===== src/rtl/geometry_fetch_sequencer.sv =====
`timescale 1ns/1ps
`default_nettype none
// ============================================================================
// geometry_fetch_sequencer : bursts single WishBone reads through the master,
// packs WORDS_PER_VEC words per vector and writes vectors to the register file.
// Optional watchdog: GEOMETRY_FETCH_TIMEOUT_EN.   Revision: 1.0
// ============================================================================
module geometry_fetch_sequencer #(
   parameter int WORD_W        = 32,
   parameter int WORDS_PER_VEC = 3,
   parameter int ADDR_W        = 32,
   parameter int RADDR_W       = 7,
   parameter int CNT_W         = 8,
   parameter int TIMEOUT_CYC   = 1024
) (
   input  logic                              Clock,
   input  logic                              Reset,
   input  logic                              iStart,
   input  logic [ADDR_W-1:0]                 iBaseAddress,
   input  logic [CNT_W-1:0]                  iVecCount,
   input  logic [RADDR_W-1:0]                iDestReg,
   input  logic                              iAbort,
   output logic                              oBusy,
   output logic                              oDone,
   output logic                              oError,
   output logic                              oWbmEnable,
   output logic                              oWbmBusCycType,
   output logic [ADDR_W-1:0]                 oWbmAddress,
   output logic                              oWbmAddressSet,
   input  logic                              iWbmDataReady,
   input  logic [WORD_W-1:0]                 iWbmData,
   output logic                              oRegWrite,
   output logic [RADDR_W-1:0]                oRegAddr,
   output logic [WORD_W*WORDS_PER_VEC-1:0]   oRegData
);

   localparam logic WB_SIMPLE_READ_CYCLE = 1'b0;
   localparam int   IDX_W = (WORDS_PER_VEC > 1) ? $clog2(WORDS_PER_VEC) : 1;
   localparam logic [IDX_W-1:0] LAST_IDX = IDX_W'(WORDS_PER_VEC - 1);

   typedef enum logic [2:0] {
      ST_IDLE     = 3'd0,
      ST_SET_ADDR = 3'd1,
      ST_FETCH    = 3'd2,
      ST_WRITE    = 3'd3,
      ST_DONE     = 3'd4
   } state_t;

   state_t                   state_q, state_d;
   logic [ADDR_W-1:0]        base_q, base_d;
   logic [CNT_W-1:0]         count_q, count_d;
   logic [CNT_W-1:0]         vec_done_q, vec_done_d;
   logic [RADDR_W-1:0]       dest_q, dest_d;
   logic [IDX_W-1:0]         word_idx_q, word_idx_d;
   logic                     error_q, error_d;
   // Lane 0 sits in the most significant slot so word 0 lands in the top bits.
   logic [0:WORDS_PER_VEC-1][WORD_W-1:0] lanes_q, lanes_d;

   logic last_vec;
   logic timeout_hit;

   assign last_vec = (vec_done_q == count_q - CNT_W'(1));

`ifdef GEOMETRY_FETCH_TIMEOUT_EN
   localparam int WD_W = $clog2(TIMEOUT_CYC + 1);
   logic [WD_W-1:0] wd_q, wd_d;

   // Held at zero outside FETCH, so entering FETCH always starts a fresh count.
   always_comb begin
      wd_d = '0;
      if (state_q == ST_FETCH && !iWbmDataReady) begin
         wd_d = wd_q + WD_W'(1);
      end
   end

   always_ff @(posedge Clock) begin
      if (!Reset) begin
         wd_q <= '0;
      end else begin
         wd_q <= wd_d;
      end
   end

   assign timeout_hit = (state_q == ST_FETCH) && !iWbmDataReady &&
                        (wd_q == WD_W'(TIMEOUT_CYC - 1));
`else
   logic [31:0] unused_timeout_cyc;
   assign unused_timeout_cyc = TIMEOUT_CYC;
   assign timeout_hit        = 1'b0;
`endif

   always_comb begin
      state_d        = state_q;
      base_d         = base_q;
      count_d        = count_q;
      vec_done_d     = vec_done_q;
      dest_d         = dest_q;
      word_idx_d     = word_idx_q;
      error_d        = error_q;
      lanes_d        = lanes_q;

      oWbmEnable     = 1'b0;
      oWbmAddressSet = 1'b0;
      oWbmAddress    = '0;
      oRegWrite      = 1'b0;
      oRegAddr       = '0;
      oRegData       = '0;
      oDone          = 1'b0;

      case (state_q)
         ST_IDLE: begin
            if (iStart) begin
               base_d     = iBaseAddress;
               count_d    = iVecCount;
               dest_d     = iDestReg;
               vec_done_d = '0;
               word_idx_d = '0;
               lanes_d    = '0;
               error_d    = 1'b0;
               state_d    = (iVecCount == '0) ? ST_DONE : ST_SET_ADDR;
            end
         end

         ST_SET_ADDR: begin
            oWbmAddressSet = 1'b1;
            oWbmAddress    = base_q;
            state_d        = iAbort ? ST_DONE : ST_FETCH;
         end

         ST_FETCH: begin
            oWbmEnable = 1'b1;
            if (iAbort) begin
               state_d = ST_DONE;
            end else if (timeout_hit) begin
               error_d = 1'b1;
               state_d = ST_DONE;
            end else if (iWbmDataReady) begin
               lanes_d[word_idx_q] = iWbmData;
               if (word_idx_q == LAST_IDX) begin
                  word_idx_d = '0;
                  state_d    = ST_WRITE;
               end else begin
                  word_idx_d = word_idx_q + IDX_W'(1);
               end
            end
         end

         ST_WRITE: begin
            oRegWrite  = 1'b1;
            oRegAddr   = dest_q;
            oRegData   = lanes_q;
            oWbmEnable = !last_vec;
            dest_d     = dest_q + RADDR_W'(1);
            vec_done_d = vec_done_q + CNT_W'(1);
            if (last_vec || iAbort) begin
               state_d = ST_DONE;
            end else begin
               state_d = ST_FETCH;
               // The master keeps streaming while we write; bank this word as lane 0.
               if (iWbmDataReady) begin
                  lanes_d[0] = iWbmData;
                  word_idx_d = IDX_W'(1);
               end
            end
         end

         ST_DONE: begin
            oDone   = 1'b1;
            state_d = ST_IDLE;
         end

         default: begin
            state_d = ST_IDLE;
         end
      endcase
   end

   assign oBusy          = (state_q != ST_IDLE);
   assign oError         = error_q;
   assign oWbmBusCycType = WB_SIMPLE_READ_CYCLE;

   always_ff @(posedge Clock) begin
      if (!Reset) begin
         state_q    <= ST_IDLE;
         base_q     <= '0;
         count_q    <= '0;
         vec_done_q <= '0;
         dest_q     <= '0;
         word_idx_q <= '0;
         error_q    <= 1'b0;
         lanes_q    <= '0;
      end else begin
         state_q    <= state_d;
         base_q     <= base_d;
         count_q    <= count_d;
         vec_done_q <= vec_done_d;
         dest_q     <= dest_d;
         word_idx_q <= word_idx_d;
         error_q    <= error_d;
         lanes_q    <= lanes_d;
      end
   end

endmodule
`default_nettype wire


===== config.mk =====
export PLATFORM = sky130hd
export DESIGN_NAME = geometry_fetch_sequencer
export DESIGN_NICKNAME = d
export VERILOG_FILES = /design/src/rtl/geometry_fetch_sequencer.sv
export SDC_FILE = /design/constraint.sdc
export NUM_CORES = 1
export LEC_CHECK = 0
export BUFFER_PORTS_ARGS = -buffer_cell sky130_fd_sc_hd__buf_2
export CAP_MARGIN = 15
export CELL_PAD_IN_SITES_DETAIL_PLACEMENT = 0
export CELL_PAD_IN_SITES_GLOBAL_PLACEMENT = 1
export CORE_MARGIN = 8
export CORE_UTILIZATION = 34
export DETAILED_ROUTE_END_ITERATION = 6
export HOLD_SLACK_MARGIN = 0.02
export PLACE_DENSITY_LB_ADDON = 0.15
export SLEW_MARGIN = 25
export SYNTH_ARGS = -nofsm -noshare
export SYNTH_HDL_FRONTEND = slang
export SYNTH_SLANG_ARGS = --single-unit

===== constraint.sdc =====
create_clock -name Clock -period 2.3 [get_ports Clock]
set_input_delay 0.46 -clock Clock [delete_from_list [all_inputs] [get_ports Clock]]
set_output_delay 0.46 -clock Clock [all_outputs]
set_load 0.05 [all_outputs]

==> results of run 1 <==
[power breakdown]
group          switching (mW)  leakage (nW)  internal, mW
Sequential             0.0627          1.27          2.79
Clock                    1.28         0.290          1.57
Combinational           0.773          2.93         0.442
Total                    2.12          4.49          4.80
[sequential cells by signal, indices dropped and copies added (netlist names)]
signal / flops
dest_q: 7
count_q: 8
word_idx_q: 2
lanes_q: 96
state_q: 3
base_q: 32
vec_done_q: 8
[cell usage after synthesis, types with 2 or more instances]
| master | n | share of area [%] |
|---|---|---|
| and3_1 | 107 | 9.0 |
| dfxtp_1 | 156 | 42 |
| xor2_1 | 3 | 0.35 |
| a31oi_1 | 2 | 0.17 |
| a21boi_1 | 46 | 4.6 |
| nand3b_1 | 3 | 0.30 |
| nand2_1 | 163 | 8.2 |
| buf_12 | 3 | 0.80 |
| mux2i_1 | 2 | 0.27 |
| and2_1 | 38 | 3.2 |
| clkbuf_1 | 69 | 3.5 |
| inv_1 | 6 | 0.30 |
| nor2b_1 | 68 | 5.7 |
| o22ai_2 | 30 | 5.0 |
| o21ai_0 | 10 | 0.67 |
| o31a_1 | 2 | 0.23 |
| buf_2 | 8 | 0.54 |
| nor4_4 | 2 | 0.57 |
| a22oi_1 | 64 | 6.4 |
| buf_4 | 2 | 0.20 |
| nor4_1 | 3 | 0.25 |
| xnor2_1 | 8 | 0.94 |
| nor3_1 | 8 | 0.54 |
| nand3_1 | 6 | 0.40 |
| nand2b_1 | 3 | 0.25 |
| o22ai_1 | 2 | 0.17 |
| a221oi_1 | 3 | 0.35 |
| ha_1 | 3 | 0.50 |
| a21oi_1 | 8 | 0.54 |
| nor4_2 | 2 | 0.33 |
| nor2_1 | 16 | 0.80 |
| o21ai_1 | 4 | 0.27 |
[per-layer routing]
metal  GRT usage (%)  part of all wire (%)  wire length (um)  vias to the layer above
met5               0                     0                 0                        -
met4            5.00                  0.92               222                        0
met3            4.79                   5.7              1380                       13
met2            28.1                    47             11400                      138
met1            22.5                    46             11100                     3160
li1                -                     -                 -                     3422
[per-stage QoR]
step           setup TNS [ns]  cell area [sq um]  hold slack [ns]  util [%]
6_report               -0.361               9880            0.258      45.5
5_1_grt                -0.893               9880            0.253      45.5
4_1_cts                -0.356               9630            0.244      44.4
3_5_place_dp                0               9020            0.440      41.6
3_3_place_gp                0               9020            0.437      41.6
2_1_floorplan          -0.103               7490            0.430         -
[tightest hold or removal path: stages]
cell and delay [ns]:
buf_2 0.09, nand2_1 0.04, a21boi_1 0.05
[layout make-up]
type	count	area, sq um
tap	280	350
multi-input combinational	628	3990
clock inverter	14	149
antenna	2	5.00
inverter	7	26.3
clock buffer	18	439
timing repair buffer	261	1790
sequential	156	3130
fill	2238	11800
[worst min-delay path by stage]
stage	startpoint	to	slack (ns)	cells past startpoint
global route	iBaseAddress[9]	base_q[9]	0.25	3
floorplan	base_q[0]	base_q[0]	0.43	2
CTS	iBaseAddress[24]	base_q[24]	0.24	3
global placement	base_q[10]	base_q[10]	0.44	2
finish	iBaseAddress[24]	base_q[24]	0.26	3
detailed placement	base_q[10]	base_q[10]	0.44	2
[cell families after synthesis]
kind of cell             count (synthesis)  share of synthesized area (%)
XOR/XNOR                                12                           1.51
flip-flops                             156                           41.8
AND/OR/NAND/NOR                        429                           30.7
buffers and inverters                   90                           5.51
adder cells (fa/ha/maj)                  3                          0.502
other                                    1                         0.0502
AO/OA/AOI/OAI                          180                           19.7
multiplexers                             2                          0.268
[timing repair]
action	in CTS	in global routing
gates resized for setup	4	97
pin swaps	2	2
cloned	0	1
setup endpoints to repair	1	72
buffers inserted	1	1
==> flow_summary.toml, run 1 <==
[outcome]
status = "finished with violations"
violations = "setup timing"

[global_routing]
grt_usage_pct = 17.5
grt_max_degree = 80
antenna_found_initial = 1
grt_pass1_vias = 6738
gr-total-overflow = 0
grt_pass1_wl_um = 37700

[clock_network]
cts_sinks = 156
cts_buffers = 17
htree_levels = 4
clockRootBuffer = "clkbuf_16"
hold_buffers = 0
tritoncts = "yes"
ctsLongestPathBuffers = 2
worstSkewPairLatency_ns = 0.43
path_clk_slew_ns = 0.07

[setup_path]
worst_path_max_delay_cell = "dfxtp_1"
cp_num_cells = 8
crit_type = "flop to output port"
cp_num_buf_inv = 2
worst_setup_path_start_kind = "flop"
rr_worst_depth = 7
crit_chain = "inv_1, ha_1, xor2_1, nand2_1, nor4_4, o2111a_1, nor2_2, buf_6"
r2r-end = "lanes_q[83]"
crit_family = "simple AND/OR/NAND/NOR gates"
cpPeakStageDelay_ns = 0.37
critPathMaxFanout = 4
cp-endpoint = "oWbmEnable"
r2r_slack_ns = 0.03
end_kind = "output port"
r2r-start = "count_q[2]"
crit_arrival_ns = 2.20
setup.worst_path.start = "count_q[0]"
required_ns = 1.84

[timing]
hold_viol = 0
post-route-min-period_ns = 2.66
timing.final.crit_share_pct = 116
max_freq_mhz = 376
drv_slew = 0
fin_ws_ns = -0.361
grt_setup_unrepaired = "true"
fin_skew_ns = 0.0148
setup_viol = 1

[synthesis]
yosysWarnings = 0
synth-edff-count = 0
async_reset_ff_share_pct = 0
syn_inst = 873
ys_types = 55
synth_ff_type = "dfxtp_1"
seq_area_frac_synth_pct = 41.8
synth_area_per_cell_sq_um = 8.56
synth-seq-cells = 156
syn_area_sq_mm = 0.00748

[detailed_routing]
num_vias = 6733
avgRoutedWirePerCell_um = 17.7
drtIter0Drc = 342
ant_nets = 0
drt_wl_total_um = 24100
first_pass_iters = 5
via_per_inst = 4.93
drc = 0

[pwr]
power.leakage_nw = 4.49
peakVddDrop_mv = 0.465
power.density_mw_per_mm2 = 701
power.total_mw = 6.92

[floorplan]
fp.dieH_um = 164
row_count = 54
die_w_um = 164
start_util_pct = 34.5
ioPinCount = 226
die_area_sq_mm = 0.0270
core_sq_mm = 0.0217

[final_layout]
layout.nets = 1158
instances_no_fill = 1366
final_cell_mix = "nand2_1, dfxtp_1, buf_2"
final_common_cell = "nand2_1"
area_growth_pct = 32.1
drive_above_1_share_pct = 31.5

[placed_design]
gp_congestion = 0.817
dp_slack_ns = 0.0392
io_buffers = 223
dp.cells = 1329
dp_hpwl_um = 16200

[run]
cap_viol_max_count = 0

[worst_hold_path]
min_path_type = "input pin to flop"
Note: power is estimated with default switching activity, not from simulation.
==> run 2: changes to the inputs <==
Settings changed: CTS_BUF_LIST from default to sky130_fd_sc_hd__clkbuf_16.
==> flow_summary.toml, run 2 (synthesis results as in run 1) <==
[outcome]
status = "finished with violations"
violations = "setup timing"

[pwr]
power.leakage_nw = 4.48
power.density_mw_per_mm2 = 698
peakVddDrop_mv = 0.465

[final_layout]
multi_input_area_sq_mm = 0.00399
fin_util_pct = 45.5
final_cell_mix = "nand2_1, dfxtp_1, buf_2"
layout.nets = 1158
fill_cells = 2239
largest_register_ffs = 96
seqCellArea_sq_mm = 0.00313
final_common_cell = "nand2_1"
drive_above_1_share_pct = 31.4
area_growth_pct = 32.0
top_regs = "lanes_q: 96 flops, base_q: 32 flops"
top_register = "lanes_q"

[setup_path]
rr_worst_depth = 7
worst_path_max_delay_cell = "dfxtp_1"
end_kind = "output port"
crit_chain = "inv_1, ha_1, xor2_1, nand2_1, nor4_4, o2111a_1, nor2_2, buf_6"
worst_setup_path_start_kind = "flop"
cp-endpoint = "oWbmEnable"
critPathMaxFanout = 4
cp_num_buf_inv = 2
cp_num_cells = 8
cpPeakStageDelay_ns = 0.37
r2r-end = "lanes_q[83]"
setup.worst_path.start = "count_q[0]"
crit_family = "simple AND/OR/NAND/NOR gates"
r2r-start = "count_q[2]"
crit_arrival_ns = 2.20
required_ns = 1.84
r2r_slack_ns = 0.03
crit_type = "flop to output port"

[placed_design]
dp_slack_ns = 0.0392
io_buffers = 223
gp_congestion = 0.817
dp_hpwl_um = 16200

[timing]
timing.final.crit_share_pct = 116
fin_ws_ns = -0.361
max_freq_mhz = 376
grt_setup_unrepaired = "true"
drv_slew = 0
post-route-min-period_ns = 2.66
hold_viol = 0
setup_viol = 1
fin_skew_ns = 0.0148

[floorplan]
fp.dieH_um = 164
core_sq_mm = 0.0217
die_w_um = 164
start_util_pct = 34.5
ioPinCount = 226
die_area_sq_mm = 0.0270
row_count = 54

[global_routing]
grt_pass1_vias = 6738
antenna_found_initial = 1
gr-total-overflow = 0
grt_pass1_wl_um = 37700
grt_max_degree = 80
grt_usage_pct = 17.5

[clock_network]
htree_levels = 4
clockRootBuffer = "clkbuf_16"
hold_buffers = 0
ctsLongestPathBuffers = 2
cts_buffers = 17
tritoncts = "yes"
cts_sinks = 156
path_clk_slew_ns = 0.07
worstSkewPairLatency_ns = 0.43

[worst_hold_path]
min_path_type = "input pin to flop"

[detailed_routing]
drc = 0
num_vias = 6733
first_pass_iters = 5
ant_nets = 0
drt_wl_total_um = 24100
avgRoutedWirePerCell_um = 17.7
via_per_inst = 4.93
drtIter0Drc = 342

[run]
cap_viol_max_count = 0
[run 2: cell type report]
cell class / count / share of cell area [%]
tap: 280 / 3.55
clock inverter: 15 / 1.55
antenna: 2 / 0.0507
timing repair buffer: 261 / 18.1
multi-input combinational: 628 / 40.4
inverter: 7 / 0.266
sequential: 156 / 31.7
clock buffer: 17 / 4.31
[run 2: worst register-to-register path, stage by stage (launching register included)]
cell       delay (ns)
dfxtp_1          0.31
or3_4            0.41
o31a_1           0.27
o211a_1          0.23
o2111ai_2        0.28
and4b_2          0.36
buf_12           0.20
o22ai_2          0.11
[run 2: worst min-delay path by stage]
| stage | to | cells past startpoint | startpoint | slack, ns |
|---|---|---|---|---|
| floorplan | base_q[0] | 2 | base_q[0] | 0.43 |
| detailed placement | base_q[10] | 2 | base_q[10] | 0.44 |
| global placement | base_q[10] | 2 | base_q[10] | 0.44 |
| CTS | base_q[24] | 3 | iBaseAddress[24] | 0.24 |
| global route | base_q[9] | 3 | iBaseAddress[9] | 0.25 |
| finish | base_q[24] | 3 | iBaseAddress[24] | 0.26 |
[run 2: what timing repair did]
item | 4_1_cts | 5_1_grt
pin swaps | 2 | 2
gates cloned | 0 | 1
setup endpoints to repair | 1 | 72
buffers inserted | 1 | 1
endpoints found under the hold margin | 0 | 0
resized for setup | 4 | 97
[run 2: power by group]
part | internal, mW | total (mW) | leakage [nW] | switching (mW)
Sequential | 2.79 | 2.86 | 1.27 | 0.0627
Clock | 1.54 | 2.82 | 0.285 | 1.28
Combinational | 0.442 | 1.21 | 2.93 | 0.773
Total | 4.77 | 6.89 | 4.48 | 2.12
[run 2: stage by stage]
stage                     instance area (sq um)  power [mW]  setup TNS (ns)  hold WS, ns  instances
after floorplan                            7490        3.69          -0.103        0.430        874
after global placement                     9020        4.11               0        0.437       1329
after detailed placement                   9020        4.11               0        0.440       1329
after CTS                                  9620        6.95          -0.356        0.244       1362
after global routing                       9870        7.21          -0.893        0.253       1365
final                                      9870        6.89          -0.361        0.258       1366
[run 2: per-layer routing]
| layer | track usage [%] | share of wire (%) | vias up |
|---|---|---|---|
| li1 | - | - | 3422 |
| met3 | 4.79 | 5.7 | 13 |
| met4 | 5.00 | 0.92 | 0 |
| met5 | 0 | 0 | - |
| met2 | 28.1 | 47 | 138 |
| met1 | 22.5 | 46 | 3160 |
==> run 3: changes to the inputs <==
==> constraint.sdc (replaced) <==
create_clock -name Clock -period 2.3 [get_ports Clock]
set_input_delay 0.69 -clock Clock [delete_from_list [all_inputs] [get_ports Clock]]
set_output_delay 0.69 -clock Clock [all_outputs]
set_load 0.05 [all_outputs]
==> flow_summary.toml, run 3 (synthesis results as in run 1) <==
[timing]
post-route-min-period_ns = 2.84
hold_viol = 0
timing.final.crit_share_pct = 124
max_freq_mhz = 352
grt_setup_unrepaired = "true"
fin_ws_ns = -0.542
setup_viol = 155
drv_slew = 0
slew-limit-headroom_pct = 66.4
fin_skew_ns = 0.0105
worstMarginPinSlew_ns = 0.502

[pwr]
power.density_mw_per_mm2 = 605
net-switching-power_mw = 2.23
power.leakage_nw = 5.06
peakVddDrop_mv = 0.536
share_comb_of_total_power_pct = 23.2
p_seq_share_pct = 37.0
p_sw_share_pct = 28.9
internal-power_mw = 5.50
clock_power_share_pct = 39.8

[placed_design]
dp.cells = 1336
io_buffers = 223
gp_congestion = 0.781
dp_hpwl_um = 16000
dp_slack_ns = -0.194

[clock_network]
hold_buffers = 0
ctsLongestPathBuffers = 2
worstSkewPairLatency_ns = 0.43
path_clk_slew_ns = 0.06
cts_sinks = 156
htree_levels = 4
clockRootBuffer = "clkbuf_16"
cts_buffers = 17
tritoncts = "yes"

[final_layout]
top_register = "lanes_q"
layout.nets = 1212
fin_util_pct = 58.9
final_common_cell = "nand2_1"
area_growth_pct = 71.0
top_regs = "lanes_q: 96 flops, base_q: 32 flops"
largest_register_ffs = 96
instances_no_fill = 1418
final_cell_mix = "nand2_1, dfxtp_1, buf_8"
drive_above_1_share_pct = 47.4

[global_routing]
grt_usage_pct = 19.6
antenna_found_initial = 1
gr-total-overflow = 0
grt_pass1_vias = 7249
grt_pass1_wl_um = 41600
grt_max_degree = 83

[detailed_routing]
first_pass_iters = 4
drtIter0Drc = 383
num_vias = 7179
ant_nets = 0
avgRoutedWirePerCell_um = 19.7
drt_wl_total_um = 27900
via_per_inst = 5.06
drc = 0

[floorplan]
core_sq_mm = 0.0217
ioPinCount = 226
row_count = 54
fp.dieH_um = 164
start_util_pct = 34.5
die_w_um = 164
die_area_sq_mm = 0.0270

[setup_path]
crit_type = "flop to output port"
setup.worst_path.start = "count_q[2]"
crit_arrival_ns = 2.15
critPathMaxFanout = 3
r2r_slack_ns = -0.11
crit_chain = "or3_4, o31a_1, o211a_1, o2111a_2, nor2_4, buf_8"
worst_setup_path_start_kind = "flop"
cpPeakStageDelay_ns = 0.39
worst_path_max_delay_cell = "or3_4"
required_ns = 1.61
r2r-start = "count_q[2]"
end_kind = "output port"

[run]
cap_viol_max_count = 0

[outcome]
violations = "setup timing"
status = "finished with violations"

[worst_hold_path]
min_from = "base_q[19]"
min_path_type = "flop to flop"
run 3: per-layer routing:
metal | global-route usage (%) | wire length [um]
met1 | 24.6 | 12300
met2 | 31.9 | 13500
met3 | 5.51 | 1620
met4 | 5.99 | 573
met5 | 0 | 0
run 3: worst max-delay path, delay by kind of cell, from the launching register on:
| kind | cells | cell delay (ns) |
|---|---|---|
| compound gates | 3 | 0.77 |
| buf+inv | 1 | 0.15 |
| flops | 1 | 0.32 |
| simple gates | 2 | 0.48 |
run 3: timing repair:
action,CTS,global route
pin swaps,25,49
resized for setup,464,174
buffers inserted,26,13
gates cloned,13,10
setup endpoints to repair,169,171
run 3: layout make-up:
class	instances	area, sq um
well taps	280	350
flip-flops and latches	156	3140
multi-input cells	628	4650
fillers	1898	8900
repair buffers	315	3970
clock inverters	13	186
diodes	1	2.50
clock buffers	18	450
inverters	7	33.8
run 3: worst paths after layout:
check,end,cells past startpoint
max,oWbmEnable,6
min,base_q[19],2
min reg2reg,base_q[19],2
max reg2reg,lanes_q[67],10
run 3: power groups by stage:
| stage | combinational (mW) | sequential, mW | clock (mW) |
|---|---|---|---|
| 2_1_floorplan | 0.800 | 2.90 | 0 |
| 3_3_place_gp | 1.22 | 2.92 | 0 |
| 3_5_place_dp | 1.22 | 2.92 | 0 |
| 4_1_cts | 1.58 | 2.85 | 3.17 |
| 5_1_grt | 1.90 | 2.87 | 3.28 |
| 6_report | 1.79 | 2.86 | 3.08 |
run 3: through the flow:
stage	setup TNS (ns)	power, mW	area (sq um)	hold slack, ns
2_1_floorplan	-0.198	3.70	7640	0.430
5_1_grt	-27.98	8.05	12800	0.468
3_3_place_gp	-0.956	4.14	9220	0.437
3_5_place_dp	-1.35	4.14	9220	0.441
6_report	-17.69	7.73	12800	0.451
4_1_cts	-24.01	7.59	12000	0.449
